<file path="config.mk">
export PLATFORM = sky130hd
export DESIGN_NAME = lc3_mem_arbiter
export DESIGN_NICKNAME = d
export VERILOG_FILES = /design/src/rtl/lc3_mem_pkg.sv /design/src/rtl/lc3_starve_ctr.sv /design/src/rtl/lc3_mem_arbiter.sv
export SDC_FILE = /design/constraint.sdc
export NUM_CORES = 1
export LEC_CHECK = 0
export CORE_MARGIN = 2
export CORE_UTILIZATION = 45
export DETAILED_ROUTE_END_ITERATION = 6
export PLACE_DENSITY = 0.84
export SETUP_SLACK_MARGIN = 0.1
export SLEW_MARGIN = 25
export SYNTH_ARGS = -nofsm -noshare
export SYNTH_HDL_FRONTEND = slang
export SYNTH_SLANG_ARGS = --single-unit
</file>
<file path="constraint.sdc">
create_clock -name clk -period 4.5 [get_ports clk]
set_input_delay 0.45 -clock clk [delete_from_list [all_inputs] [get_ports clk]]
set_output_delay 0.45 -clock clk [all_outputs]
set_load 0.03 [all_outputs]
</file>
<file path="src/rtl/lc3_mem_pkg.sv">
// Shared types for the LC-3 data-memory arbiter: FSM states, requester IDs, counter widths.
// Pure declarations, no logic.
package lc3_mem_pkg;

  typedef enum logic [1:0] {
    IDLE,
    ACCESS,
    WAIT,
    ACK
  } state_t;

  localparam logic REQ_C = 1'b0;
  localparam logic REQ_D = 1'b1;

  // Wide enough for MEM_LAT and STARVE_LIMIT, both capped at 15
  localparam int LAT_W   = 4;
  localparam int STARVE_W = 4;

endpackage

</file>
<file path="src/rtl/lc3_starve_ctr.sv">
// Winner select for the C/D requesters: C has priority, D is forced through after STARVE_LIMIT contested losses.
// winner_d is combinational from the requests; the loss counter updates only on a decide strobe.
module lc3_starve_ctr #(
  parameter int STARVE_LIMIT = 4
) (
  input  logic clk,
  input  logic reset,
  input  logic c_req,
  input  logic d_req,
  input  logic decide,
  output logic winner_d
);
  import lc3_mem_pkg::*;

  localparam logic [STARVE_W-1:0] LIMIT = STARVE_W'(STARVE_LIMIT);

  logic [STARVE_W-1:0] starve_cnt;

  always_comb begin
    winner_d = d_req && (!c_req || (starve_cnt == LIMIT));
  end

  // Never exceeds LIMIT: reaching it hands the next contest to D, which clears it
  always_ff @(posedge clk) begin
    if (reset) begin
      starve_cnt <= '0;
    end else if (decide) begin
      if (winner_d) begin
        starve_cnt <= '0;
      end else if (c_req && d_req) begin
        starve_cnt <= starve_cnt + 1'b1;
      end
    end
  end

endmodule

</file>
<file path="src/rtl/lc3_mem_arbiter.sv">
// Serialises CPU (C) and debug (D) accesses to the LC-3 data memory, one transaction at a time.
// Write ack 2 cycles after the IDLE decision, read ack 2+MEM_LAT; requesters hold req until ack.
module lc3_mem_arbiter #(
  parameter int AW           = 16,
  parameter int DW           = 16,
  parameter int MEM_LAT      = 1,
  parameter int STARVE_LIMIT = 4
) (
  input  logic          clk,
  input  logic          reset,
  input  logic          c_req,
  input  logic          c_we,
  input  logic [AW-1:0] c_addr,
  input  logic [DW-1:0] c_wdata,
  output logic          c_ack,
  output logic [DW-1:0] c_rdata,
  input  logic          d_req,
  input  logic          d_we,
  input  logic [AW-1:0] d_addr,
  input  logic [DW-1:0] d_wdata,
  output logic          d_ack,
  output logic [DW-1:0] d_rdata,
  output logic          mem_en,
  output logic          mem_we,
  output logic [AW-1:0] mem_addr,
  output logic [DW-1:0] mem_wdata,
  input  logic [DW-1:0] mem_rdata,
  output logic          busy,
  output logic          grant_d
);
  import lc3_mem_pkg::*;

  if (MEM_LAT < 1 || MEM_LAT > 15) begin : g_bad_mem_lat
    $error("lc3_mem_arbiter: MEM_LAT must be in 1..15");
  end
  if (STARVE_LIMIT < 1 || STARVE_LIMIT > 15) begin : g_bad_starve_limit
    $error("lc3_mem_arbiter: STARVE_LIMIT must be in 1..15");
  end

  localparam logic [LAT_W-1:0] LAT_LAST = LAT_W'(MEM_LAT - 1);

  state_t           state;
  logic [LAT_W-1:0] lat_cnt;
  logic             decide;
  logic             winner_d;
  logic             finish;
  logic [DW-1:0]    finish_data;

  assign decide = (state == IDLE) && (c_req || d_req);

  lc3_starve_ctr #(
    .STARVE_LIMIT(STARVE_LIMIT)
  ) u_starve (
    .clk     (clk),
    .reset   (reset),
    .c_req   (c_req),
    .d_req   (d_req),
    .decide  (decide),
    .winner_d(winner_d)
  );

  // Last cycle before ACK: the write's ACCESS cycle or the read's final WAIT cycle
  always_comb begin
    finish      = ((state == ACCESS) && mem_we) || ((state == WAIT) && (lat_cnt == LAT_LAST));
    finish_data = (state == WAIT) ? mem_rdata : '0;
  end

  always_ff @(posedge clk) begin
    if (reset) begin
      state     <= IDLE;
      lat_cnt   <= '0;
      c_ack     <= 1'b0;
      c_rdata   <= '0;
      d_ack     <= 1'b0;
      d_rdata   <= '0;
      mem_en    <= 1'b0;
      mem_we    <= 1'b0;
      mem_addr  <= '0;
      mem_wdata <= '0;
      busy      <= 1'b0;
      grant_d   <= 1'b0;
    end else begin
      mem_en <= decide;
      c_ack  <= finish && (grant_d == REQ_C);
      d_ack  <= finish && (grant_d == REQ_D);

      if (finish) begin
        if (grant_d == REQ_D) d_rdata <= finish_data;
        else                  c_rdata <= finish_data;
      end else if (state == ACK) begin
        c_rdata <= '0;
        d_rdata <= '0;
      end

      case (state)
        IDLE: begin
          if (decide) begin
            state     <= ACCESS;
            busy      <= 1'b1;
            grant_d   <= winner_d;
            mem_we    <= winner_d ? d_we    : c_we;
            mem_addr  <= winner_d ? d_addr  : c_addr;
            mem_wdata <= winner_d ? d_wdata : c_wdata;
          end
        end
        ACCESS: begin
          lat_cnt <= '0;
          state   <= mem_we ? ACK : WAIT;
        end
        WAIT: begin
          if (finish) state <= ACK;
          else        lat_cnt <= lat_cnt + 1'b1;
        end
        ACK: begin
          state <= IDLE;
          busy  <= 1'b0;
        end
        default: begin
          state <= IDLE;
          busy  <= 1'b0;
        end
      endcase
    end
  end

endmodule

</file>
### After elaboration in Yosys (flattened, before gate mapping)

Cells that the tools add are included.

| word-level totals | value |
|---|---|
| input port bits | 86 |
| bits in registers | 80 |
| latch bits | 0 |
| memory bits (read-only) | 0 |
| logic and storage cells | 68 |
| output and inout bits | 70 |
| memories | 0 |
| memory bits (writable) | 0 |

| operators by class | value |
|---|---|
| magnitude comparators | 0 |
| eq/ne operators | 9 |
| shifts and indexed selects | 0 |
| div/mod/pow operators | 0 |
| bitwise logic cells | 1 |
| add/sub/neg operators | 2 |
| reduce and logical (&&, ||, !) cells | 24 |
| multiplexer cells | 19 |
| $mul | 0 |

Operators with widths:

| cell | count |
|---|---|
| 16-bit two-way mux | 8 |
| 2-bit AND reduction | 7 |
| 4-bit two-way mux | 3 |
| 2-bit inequality test (second input constant) | 5 |
| 4-bit by 1-bit adder with 4-bit output (second input constant) | 2 |
| 2-bit one-hot mux with 4 select lines | 1 |
| 4-bit one-hot mux with 2 select lines | 1 |
| 2-bit nonzero test | 4 |
| 1-bit logical AND | 7 |
| 2-bit == test (second input constant) | 2 |
| 4-bit by 3-bit == test with 1-bit output (second input constant) | 1 |
| 4-bit zero test | 1 |
| 2-bit two-way mux | 2 |
| 1-bit logical OR | 3 |
| 1-bit two-way mux | 3 |
| 2-bit by 1-bit == test with 1-bit output (second input constant) | 1 |
| 2-bit zero test | 1 |
| 1-bit one-hot mux with 2 select lines | 1 |
| 1-bit zero test | 1 |
| 1-bit inverter | 1 |

### Longest topological paths before layout

| depth | value |
|---|---|
| depth after elaboration | 5 |
| gate-level depth with buffers | 9 |
| gate-level depth less buffers | 6 |

### By module

A second synthesis with hierarchy kept.

| second synthesis, totals | value |
|---|---|
| cell total of the unflattened synthesis | 412 |
| area total of the unflattened synthesis | 3,912.5 µm² |

Modules (own cells, without submodules):

| module | seq. area each (µm²) | area each (µm²) | instances | cells each |
|---|---|---|---|---|
| lc3_mem_arbiter | 1,521.5 | 3,653.5 | 1 | 381 |
| lc3_starve_ctr | 80.1 | 259.0 | 1 | 31 |

### Worst setup path before layout

No wires, ideal clock.

| path | value |
|---|---|
| path type | reg-to-reg |
| from | register lat_cnt[0] |
| to | register state[1] |
| arrival time | 1,527 ps |
| path buffers | 1 |
| slack | 2,845 ps |
| period minus slack after synthesis | 1,655 ps |
| setup time | 128 ps |
| data required time | 4,372 ps |
| cell stages (with the launch flop) | 8 |
| cell sequence | dfxtp_1 > inv_1 > ha_1 > or3b_1 > buf_6 > a32oi_4 > mux2i_1 > nor2_1 |

| on the way | value |
|---|---|
| cells in the longest elaborated chain, start to end | 5 |

Ends and longest elaborated chain:

| element | line | source |
|---|---|---|
| start: declaration | lc3_mem_arbiter.sv:43 | `logic [LAT_W-1:0] lat_cnt;` |
| start signal: assignment | lc3_mem_arbiter.sv:112 | `else lat_cnt <= lat_cnt + 1'b1;` |
| 4-bit zero test | lc3_mem_arbiter.sv:64 | `finish = ((state == ACCESS) && mem_we) \|\| ((state == WAIT) && (lat_cnt == LAT_LAST));` |
| 1-bit logical AND | lc3_mem_arbiter.sv:64 |  |
| 1-bit logical OR | lc3_mem_arbiter.sv:64 |  |
| 2-bit inequality test (no source line) | -- |  |
| 2-bit AND reduction (no source line) | -- |  |
| end signal: assignment | lc3_mem_arbiter.sv:108 | `state <= mem_we ? ACK : WAIT;` |
| end: declaration | lc3_mem_arbiter.sv:42 | `state_t state;` |

No other way between the ends.
A chain may end at the register's enable or synchronous reset.

### Final worst setup path

| path | value |
|---|---|
| from | input port c_req |
| to | register mem_wdata[9] |

| on the way | value |
|---|---|
| cells in the longest elaborated chain, start to end | 4 |
| elaborated cells on any way between the ends | 7 |
| classes of those cells | 1 x mux; 6 x reduce/logical |

Ends and longest elaborated chain:

| element | line | source |
|---|---|---|
| start: declaration | lc3_mem_arbiter.sv:11 | `input logic c_req,` |
| 1-bit zero test | lc3_starve_ctr.sv:20 | `winner_d = d_req && (!c_req \|\| (starve_cnt == LIMIT));` |
| 1-bit logical OR | lc3_starve_ctr.sv:20 |  |
| 1-bit logical AND | lc3_starve_ctr.sv:20 |  |
| 16-bit two-way mux | lc3_mem_arbiter.sv:103 | `mem_wdata <= winner_d ? d_wdata : c_wdata;` |
| end signal: assignment | lc3_mem_arbiter.sv:103 |  |
| end: declaration | lc3_mem_arbiter.sv:26 | `output logic [DW-1:0] mem_wdata,` |

Parallel ways exist; a longest one is shown, timed or not.

==> summary.md <==
| Metric | Value |
|---|---|
| CTS Hold Bufs | 0 |
| Worst Hold End | u_starve.starve_cnt[3] |
| RSZ-0062 raised after global routing | false |
| Critical path arrival | 2.52 ns |
| Fin. Hold Viols | 0 |
| Hold_sp | u_starve.starve_cnt[3] |
| P_int | 2.07 mW |
| Syn_area_per_cell | 8.54 um2 |
| Drt pass-1 iters | 5 |
| Crit. End Element | register |
| R2r worst-path depth | 6 |
| Chip width | 95.0 um |
| Post-CTS sizing | 0 |
| Final cycle utilization of the critical path | 50.3% |
| Most frequent cells in the layout | clkdlybuf4s50_1, a21oi_1, dfxtp_1, nand2_1, nor2_1 |
| Ys Warns | 0 |
| Root buffer cell | clkbuf_8 |
| #FFs+latches synth | 80 |
| CTS Buffer Depth | 2 |
| Initial core utilization | 45.8% |
| Final setup viols | 0 |
| Ant diodes | 0 |
| Critical-path top delay cell | o21ai_2 |
| CTS H-tree lvls | 3 |
| Gr ovfl total | 0 |
| Max_cap viols | 0 |
| Via count | around 3700 |
| Placed Cells | around 660 |
| Final Wtd Congestion | 0.785 |
| Reg-to-reg setup timing slack | approximately 2.3 ns |
| Vias per inst | 5.49 |
| Total power | 3.69 mW |
| Largest net degree at the start of global routing | 51 |
| Max Clk Rate | 442 MHz |
| Place WS | 1.90 ns |
| Cell variety after synth | 44 |
| Setup TNS | 0 ns |
| Drt wl/cell | 15.3 um |
| Top_reg_cell synth | dfxtp_1 |
| Hpwl dp | 7290 um |
| Hold WC Path Type | reg -> reg |
| Top cells by area, synth | dfxtp_1, a21oi_1, o2bb2ai_1 |
| Die area | 0.00902 mm2 |
| Slowest Stage Delay on Critical Path | 0.88 ns |
| Fillers | 647 |
| FF-to-FF End | d_rdata[15] |
| Antenna violations before repair | 0 |
| Later-pin clock latency in the skew report | 0.35 ns |
| Tmin final | 2.26 ns |
| Slew Limit Fails | 0 |
| NetSw | 1.62 mW |
| Worst setup SP type | input port |
| CP max FO | 25 |
| Share of layout cells above drive strength 1 | 6.11% |
| DRT antenna net count | 0 |
| Slew HR | between 30% and 40% |
| DRT iter0 DRCs | 138 |
| Least-Margin Pin Slew | roughly 1.0 ns |
| Die height | 95.0 um |
| TritonCTS clock tree | built |
| Total Wirelength | 10400 um |
| DRC violations left | 0 |
| Port Buffers | 155 |
| Hold path depth | 2 |
| Finished Layout Cells | 678 |
| Cell breakdown of the critical path | clkdlybuf4s50_1, o21ai_2, buf_4, a21oi_1, a211oi_1 |
| Site Rows | 33 |
| Pwr Density | 683 mW/mm2 |
| First-pass GRT wire length | 16500 um |
| Setup CP Type | in -> reg |
| Clock Skew | 0.00965 ns |
| Leakage power total | 2.04 nW |
| EDFF count, synth | 0 |
| Leading cell type in the layout, fill and taps excluded | clkdlybuf4s50_1 |
| Top delay family on crit path | compound AO/OA/AOI/OAI gates |
| Net Sw Frac | 44.0% |
| Startpoint of the worst register-to-register path | lat_cnt[0] |
| Core ar. | 0.00813 mm2 |
| Outcome | completed |
| Clock Sinks | 80 |
| Combinational Power Share | 54.6% |
| Area Growth Syn to Fin | 45.1% |
| Post-CTS setup buffer count | 0 |
| Mapped Nets | about 530 |
| Top cell type by total area after synthesis | dfxtp_1 |
| Synthesized cell area | 0.00372 mm2 |
| Final Util | 66.4% |
| Nets | between 600 and 700 |
| Max IR drop VDD | approximately 0.35 mV |
| Number of global-route vias before repair | about 3600 |
| Sequential power share | a little under a third |
| Register area share after synthesis | 43.0% |
| Gr usage total | between 20% and 30% |
| Post-synth ARST share | 0% |
| Clock transition at the registers of the reported paths | 0.09 ns |
| Synth top area share | about 43% |
| Final setup margin | 2.24 ns |
| TritonCTS buffer count | 9 |
| Clock network power share | 14.6% |
| IO Count | 156 |
| CP required | around 4.8 ns |
| WP buf/inv | 2 |
| Post-synthesis cell count | about 440 |
sequential cells by signal, indices dropped and copies added (netlist names):
register             cells
u_starve.starve_cnt      4
mem_wdata               16
mem_we                   1
mem_en                   1
c_rdata                 16
busy                     1
state                    2
d_ack                    1
lat_cnt                  4
d_rdata                 16
mem_addr                16
grant_d                  1
c_ack                    1
logic make-up (layout without fill, tap and decap cells):
group           after synthesis  in the layout  synth area share, %
compound gates              185            185                 32.7
fa+ha+maj                     9              9                 3.03
buf+inv                      49            186                 7.87
flops                        80             80                 43.0
mux                           2              2                0.538
simple gates                111            111                 12.8
per-stage QoR:
| stage | hold WS, ns | cell area [um2] |
|---|---|---|
| floorplan | 0.448 | 3720 |
| global placement | 0.460 | 5190 |
| detailed placement | 0.475 | 5200 |
| CTS | 0.494 | 5400 |
| global route | 0.514 | 5400 |
| finish | 0.495 | 5400 |
cell type report:
| cell class | instances | area, um2 | share of cell area (%) |
|---|---|---|---|
| clock buffer | 10 | 138 | 2.55 |
| inverter | 10 | 37.5 | 0.695 |
| clock inverter | 6 | 67.6 | 1.25 |
| tap | 105 | 131 | 2.43 |
| sequential | 80 | 1600 | 29.7 |
| multi-input combinational | 307 | 1840 | 34.1 |
| timing repair buffer | 160 | 1580 | 29.3 |
tightest hold or removal path, cell delays in order (launching register included):
cell     delay (ns)
dfxtp_1        0.33
nand2_1        0.06
a21oi_1        0.05
cells in the mapped netlist (2+ instances only):
library cell / n
clkbuf_1: 13
and3_1: 2
o2bb2ai_1: 32
nor2b_1: 4
a21oi_1: 104
nand3_1: 3
dfxtp_1: 80
nand2_1: 45
nor3b_1: 2
mux2i_1: 2
a211oi_1: 33
buf_6: 8
inv_1: 10
nor2_1: 43
buf_2: 13
ha_1: 9
or3_1: 3
a21bo_2: 2
nand4_1: 2
a31oi_1: 2
power by group through the flow:
stage          registers, mW  logic, mW  clock network (mW)
2_1_floorplan           1.57      0.944                   0
3_3_place_gp            1.14       1.97                   0
3_5_place_dp            1.15       2.02                   0
4_1_cts                 1.14       2.03               0.549
5_1_grt                 1.17       2.21               0.575
6_report                1.14       2.02               0.538
layer usage:
metal,share of wire (%),track usage [%],vias up
li1,-,-,1827
met1,39,25.7,1744
met2,49,40.0,139
met3,10,9.58,15
met4,1.4,7.25,0
met5,0,0,-
worst max-delay path by stage:
stage | start | cells past startpoint | to | slack (ns)
after CTS | c_req | 5 | mem_wdata[9] | 2.24
final | c_req | 5 | mem_wdata[9] | 2.24
after global placement | c_req | 5 | mem_wdata[10] | 1.95
after detailed placement | c_req | 5 | mem_wdata[9] | 1.90
after global routing | state[0] | 6 | d_rdata[15] | 2.06
after floorplan | lat_cnt[0] | 7 | state[1] | 2.85
(Power assumes the default switching activity.)
